`src/rtl/hdmi_video_timing.sv`:
```
// rtl/hdmi_video_timing.sv - raster timing generator for the HDMI text-mode pipeline
//
// Purpose:
//   Free-running horizontal/vertical raster counters over a parameterised
//   video mode. The counter origin (0,0) is the first active pixel. Each
//   line and each frame is laid out as active, front porch, sync, back porch.
//   All outputs are registered decodes of the counter state, so every output
//   describes the counter value of the previous cycle (latency 1).
//
// Ports:
//   clk            in   pixel clock
//   reset          in   synchronous, active-high reset (h = v = 0, outputs idle)
//   out_active     out  pixel lies inside the active area
//   out_h_sync     out  horizontal sync, asserted level H_SYNC_POL
//   out_v_sync     out  vertical sync, asserted level V_SYNC_POL
//   out_h_start    out  first active pixel of an active line
//   out_v_start    out  every active pixel of the first active line
//   out_frame_end  out  one-cycle pulse on the first pixel after the last
//                       active pixel of a frame (safe point for scroll updates)

module hdmi_video_timing #(
    parameter int H_ACTIVE   = 800,
    parameter int H_FRONT    = 40,
    parameter int H_SYNC     = 128,
    parameter int H_BACK     = 88,
    parameter int V_ACTIVE   = 600,
    parameter int V_FRONT    = 1,
    parameter int V_SYNC     = 4,
    parameter int V_BACK     = 23,
    parameter bit H_SYNC_POL = 1'b1,
    parameter bit V_SYNC_POL = 1'b1
) (
    input  logic clk,
    input  logic reset,
    output logic out_active,
    output logic out_h_sync,
    output logic out_v_sync,
    output logic out_h_start,
    output logic out_v_start,
    output logic out_frame_end
);

    localparam int H_TOTAL = H_ACTIVE + H_FRONT + H_SYNC + H_BACK;
    localparam int V_TOTAL = V_ACTIVE + V_FRONT + V_SYNC + V_BACK;

    // Guard the degenerate single-count case so the counters never collapse
    // to zero width.
    localparam int HW = (H_TOTAL > 1) ? $clog2(H_TOTAL) : 1;
    localparam int VW = (V_TOTAL > 1) ? $clog2(V_TOTAL) : 1;

    // Region boundaries. Every boundary is strictly below the total, so all
    // of them fit in the counter width.
    localparam logic [HW-1:0] H_LAST       = HW'(H_TOTAL - 1);
    localparam logic [HW-1:0] H_ACT_END    = HW'(H_ACTIVE);
    localparam logic [HW-1:0] H_SYNC_BEGIN = HW'(H_ACTIVE + H_FRONT);
    localparam logic [HW-1:0] H_SYNC_END   = HW'(H_ACTIVE + H_FRONT + H_SYNC);

    localparam logic [VW-1:0] V_LAST       = VW'(V_TOTAL - 1);
    localparam logic [VW-1:0] V_ACT_END    = VW'(V_ACTIVE);
    localparam logic [VW-1:0] V_ACT_LAST   = VW'(V_ACTIVE - 1);
    localparam logic [VW-1:0] V_SYNC_BEGIN = VW'(V_ACTIVE + V_FRONT);
    localparam logic [VW-1:0] V_SYNC_END   = VW'(V_ACTIVE + V_FRONT + V_SYNC);

    logic [HW-1:0] h;
    logic [VW-1:0] v;

    logic h_in_active;
    logic v_in_active;
    logic h_in_sync;
    logic v_in_sync;
    logic h_is_zero;
    logic v_is_zero;
    logic h_at_act_end;
    logic v_at_act_last;

    // Raster counters. Reset drops straight to the origin; a line in
    // progress is abandoned rather than completed.
    always_ff @(posedge clk) begin
        if (reset) begin
            h <= '0;
            v <= '0;
        end else if (h == H_LAST) begin
            h <= '0;
            if (v == V_LAST) begin
                v <= '0;
            end else begin
                v <= v + 1'b1;
            end
        end else begin
            h <= h + 1'b1;
        end
    end

    // Region decode of the current counter state.
    always_comb begin
        h_in_active   = (h < H_ACT_END);
        v_in_active   = (v < V_ACT_END);
        h_in_sync     = (h >= H_SYNC_BEGIN) && (h < H_SYNC_END);
        v_in_sync     = (v >= V_SYNC_BEGIN) && (v < V_SYNC_END);
        h_is_zero     = (h == '0);
        v_is_zero     = (v == '0);
        h_at_act_end  = (h == H_ACT_END);
        v_at_act_last = (v == V_ACT_LAST);
    end

    // Registered outputs. v only moves when h wraps, so out_v_sync can only
    // change on line boundaries; out_h_sync keeps toggling through vertical
    // blanking because it ignores v.
    always_ff @(posedge clk) begin
        if (reset) begin
            out_active    <= 1'b0;
            out_h_start   <= 1'b0;
            out_v_start   <= 1'b0;
            out_frame_end <= 1'b0;
            out_h_sync    <= !H_SYNC_POL;
            out_v_sync    <= !V_SYNC_POL;
        end else begin
            out_active    <= h_in_active && v_in_active;
            out_h_start   <= h_is_zero && v_in_active;
            out_v_start   <= v_is_zero && h_in_active;
            out_frame_end <= h_at_act_end && v_at_act_last;
            out_h_sync    <= h_in_sync ? H_SYNC_POL : !H_SYNC_POL;
            out_v_sync    <= v_in_sync ? V_SYNC_POL : !V_SYNC_POL;
        end
    end

    // A zero-width region would break the raster layout and the counter
    // ranges; flag it as a configuration error in simulation.
    always_ff @(posedge clk) begin
        assert (H_ACTIVE >= 1 && H_FRONT >= 1 && H_SYNC >= 1 && H_BACK >= 1 &&
                V_ACTIVE >= 1 && V_FRONT >= 1 && V_SYNC >= 1 && V_BACK >= 1)
        else $error("hdmi_video_timing: every timing parameter must be >= 1");
    end

endmodule
```
`config.mk`:
```
export PLATFORM = sky130hd
export DESIGN_NAME = hdmi_video_timing
export DESIGN_NICKNAME = d
export VERILOG_FILES = /design/src/rtl/hdmi_video_timing.sv
export SDC_FILE = /design/constraint.sdc
export NUM_CORES = 1
export LEC_CHECK = 0
export ABC_AREA = 1
export CAP_MARGIN = 25
export CELL_PAD_IN_SITES_DETAIL_PLACEMENT = 2
export CELL_PAD_IN_SITES_GLOBAL_PLACEMENT = 2
export CORE_MARGIN = 2
export CORE_UTILIZATION = 25
export CTS_BUF_LIST = sky130_fd_sc_hd__clkbuf_2
export DETAILED_ROUTE_END_ITERATION = 16
export PLACE_DENSITY = 0.62
export SLEW_MARGIN = 20
export SYNTH_ARGS = -nofsm -noshare
export SYNTH_HDL_FRONTEND = slang
export SYNTH_SLANG_ARGS = --single-unit
```
`constraint.sdc`:
```
create_clock -name clk -period 1.55 [get_ports clk]
set_clock_uncertainty 0.05 [all_clocks]
set_input_delay 0.155 -clock clk [delete_from_list [all_inputs] [get_ports clk]]
set_output_delay 0.155 -clock clk [all_outputs]
set_load 0.01 [all_outputs]
```
==> impl_summary.md <==
Final layout
The final layout contains between 200 and 300 nets. Leaving out fill and tap cells, the most frequent cells in the layout are sky130_fd_sc_hd__nand2_1, sky130_fd_sc_hd__nor2_1, sky130_fd_sc_hd__inv_1. The area growth from synthesis to layout is 26.0%. The post-route netlist has 18.9% of its cells at a drive strength greater than 1. The number of diodes added for antenna fixing is 0. The layout has 740 filler cells. The count of placed standard cells in the final layout, fillers left out is 340. Leaving out fill and tap cells, the most frequent cell in the layout is sky130_fd_sc_hd__nand2_1.

Floorplan
The floorplan row count is 28. The total area inside the core boundary comes to 5890 µm². The floorplan die area is 6680 µm². The floorplan die height is 81.8 µm. The horizontal extent of the die is 81.8 µm. The initial utilization of the core area, before any placement, comes to roughly 26%. The number of top-level design ports is 8.

Global route
Global routing used 15.4% of the available tracks across all layers. The first global-routing pass estimated 7750 µm of wire. The initial antenna violation count came to 0.

The maximum number of pins on one net before global-route repair is 15. The number of global-route vias before repair was 1,590. The remaining global-route overflow is 0.

STA
The headroom to the max-slew limit is about three quarters. The final critical-path setup slack is about 0.079 ns. The final critical-path required period is 1.47 ns. The final hold violation count is 0. The measured slew at the worst slew-check pin is about 0.37 ns.

The smallest hold slack is 0.430 ns. Setup repair after global routing could not meet its margin everywhere. Setup violations remaining at the end of the flow were counted as 0. After layout, the worst path uses 94.9% of the clock period. The fmax is between 0.6 and 0.7 GHz.

The count of final max-slew check failures is 0.

Placed design
The final HPWL from detailed placement is 3830 µm. Before CTS, the worst setup slack after placement is 0.00850 ns. The placer's final routability congestion estimate is 0.746. Input and output buffers added on the ports amount to 7. The number of placed cells counting well taps is 333.

Synthesis
Measured against the total synthesized area, the mux share comes to 0%. After synthesis, the largest family of logic cells by area is simple AND/OR/NAND/NOR gates. The post-synthesis compound-gate area fraction is under 10%. Yosys mapped the design onto 23 distinct sky130hd cell types. For this run, the register share of the synthesized area comes to 35.8%.

When the netlist entered floorplanning its net count stood at 243. Summing the areas of all and, or, nand and nor instances in the mapped netlist gives 44.8% of the synthesized area. The post-synthesis instance area is 1510 µm². The register bit count reported by yosys is 27.

Synthesis produced a netlist whose cell count is 236. Summing the areas of all xor and xnor instances in the mapped netlist gives 2.90% of the synthesized area. During synthesis, Yosys emitted a total of 0 warnings. After Yosys synthesis, full adders, half adders and majority gates account for under 10% of the synthesized area.

A synthesized cell averages between 6 and 7 µm².

Detailed routing
The average routed wire per standard cell is 13.9 µm. For this run, design rule violations remaining after detail routing come to 0. The vias after detailed routing is 1,551. The post-detailed-route count of antenna-violating nets is 0. In the routed layout, each cell is associated on average with a via count of between 4 and 5. The number of iterations in the first detailed-routing pass is 5. The wire length after detailed routing is around 4700 µm. The number of violations reported at the end of detailed-routing iteration 0 is 43.

Critical path
The source of the worst register-to-register timing path is h[1]$_SDFF_PP0_. STA puts the critical path data required time at 1.34 ns. The launching element type of the critical path is a flop. The largest individual stage delay along the critical path comes from the cell sky130_fd_sc_hd__clkdlybuf4s50_1. In this run the worst setup path begins at out_h_sync$_SDFF_PP0_. The data arrival time at the worst-slack endpoint is about 1.3 ns. In this run the register-to-register setup slack is 0.09 ns. The number of buffers and inverters on the critical path is 1.

In this run the worst path has a maximum fanout of 1. The critical path start-end classification is reg -> out. The critical path ends at out_h_sync.

STA classifies the critical path endpoint as an output port. The delay of the slowest cell on the worst path is 0.52 ns. The depth of the worst register-to-register path is 9.

The critical path depth in cells is 1. Grouping stages by cell kind, the critical path spends the most delay in buffers and inverters. Walking the worst path, the cells encountered are clkdlybuf4s50_1. The endpoint of the worst-slack reg-to-reg timing path is v[0]$_SDFFE_PP0N_.

Job
Max-cap violations in this run came to 0.

CTS
TritonCTS built the clock tree. The total CTS buffers is 3. The clock root buffer is sky130_fd_sc_hd__clkbuf_2.

At the later pin of the worst-skew pair, clock insertion delay measures 0.38 ns. Clock-pin slew was measured on the worst setup and hold paths at 0.29 ns. CTS built an H-tree with a depth of 1. No sink is reached through more buffers than the 2 on the longest clock path. The sink count of the clock tree is 27.

Worst hold path
The path class of the tightest hold or removal check is in -> reg.

Outcome
The run finished with clean final reports.

Power and ir drop
In this run the power density over the cells is 587 nW/µm². The worst-case IR drop observed on VDD is 244 µV. In this run the static leakage power is 0.907 nW.
## logic make-up (layout without fill, tap and decap cells)
| family | count (synthesis) | count (layout) |
|---|---|---|
| AO/OA/AOI/OAI | 12 | 12 |
| XOR/XNOR | 5 | 5 |
| adder cells (fa/ha/maj) | 5 | 5 |
| buffers and inverters | 33 | 62 |
| flip-flops | 27 | 27 |
| AND/OR/NAND/NOR | 154 | 154 |
## per-stage QoR
stage	instance area [µm²]	TNS, ns	util (%)	total power, mW
2_1_floorplan	1510	0	-	0.766
3_3_place_gp	1800	0	30.6	0.821
3_5_place_dp	1800	0	30.6	0.823
4_1_cts	1820	0	31.0	1.14
5_1_grt	1900	-0.253	32.4	1.18
6_report	1900	0	32.4	1.12
## power by group
part | total [mW] | internal [mW] | switching (mW)
Combinational | 0.0956 | 0.0466 | 0.0490
Clock | 0.304 | 0.0679 | 0.236
Sequential | 0.719 | 0.711 | 0.00835
## worst min path at each step
| stage | to | depth (start not counted) | from | slack (ns) |
|---|---|---|---|---|
| after floorplan | v[3]$_SDFFE_PP0N_ | 1 | reset | 0.17 |
| after detailed placement | v[8]$_SDFFE_PP0N_ | 2 | v[8]$_SDFFE_PP0N_ | 0.46 |
| after CTS | v[7]$_SDFFE_PP0N_ | 3 | reset | 0.41 |
| final | v[3]$_SDFFE_PP0N_ | 3 | reset | 0.43 |
| after global routing | v[8]$_SDFFE_PP0N_ | 3 | reset | 0.40 |
| after global placement | v[8]$_SDFFE_PP0N_ | 2 | v[8]$_SDFFE_PP0N_ | 0.46 |
## cell usage after synthesis (all sizes together)
cell	number	area [µm²]
nand3	12	65.1
dfxtp	27	541
ha	5	62.6
nor3	5	30.0
nor3b	2	15.0
nor2	50	205
xnor2	1	8.76
inv	32	120
buf	1	5.00
nand4	7	43.8
or2	1	6.26
o211ai	1	7.51
a21oi	9	45.0
xor2	4	35.0
nand2	77	312
o21ai	2	10.0
## layout make-up
type	count	area, µm²	area share (%)
clock buffer	4	20.0	1.05
timing repair buffer	26	238	12.5
sequential	27	547	28.7
tap	75	93.8	4.93
multi-input combinational	176	886	46.5
inverter	32	120	6.31
## worst register-to-register path, stage by stage, from the launching register on
cell and delay [ns]:
sky130_fd_sc_hd__dfxtp_2 0.42, sky130_fd_sc_hd__ha_4 0.15, sky130_fd_sc_hd__nand2_4 0.06, sky130_fd_sc_hd__nor2_4 0.14, sky130_fd_sc_hd__nand2_2 0.08, sky130_fd_sc_hd__nor2_4 0.24
sky130_fd_sc_hd__buf_4 0.15, sky130_fd_sc_hd__nand2_1 0.04, sky130_fd_sc_hd__nand2_1 0.06, sky130_fd_sc_hd__nor2_1 0.04
## per-layer routing
| layer | GRT usage [%] | part of all wire, % | vias up |
|---|---|---|---|
| met4 | 3.50 | 0.53 | 0 |
| met1 | 21.8 | 51 | 756 |
| met5 | 0 | 0 | - |
| met2 | 25.0 | 47 | 9 |
| li1 | - | - | 784 |
| met3 | 1.65 | 1.8 | 2 |
## what timing repair did
action / 4_1_cts / 5_1_grt
pin swaps: 1 / 10
gates resized for setup: 1 / 21
hold endpoints to repair: 0 / 0
setup buffers: 0 / 3
endpoints found under the setup margin: 4 / 17
gates cloned: 0 / 0
hold buffers: 0 / 0
## sequential cells by signal, summed over array words and instances, names as in the netlist
name and cells:
h 11, out_v_sync 1, out_h_sync 1, out_frame_end 1
out_active 1, out_v_start 1, out_h_start 1, v 10
Note: power is estimated with default switching activity, not from simulation.
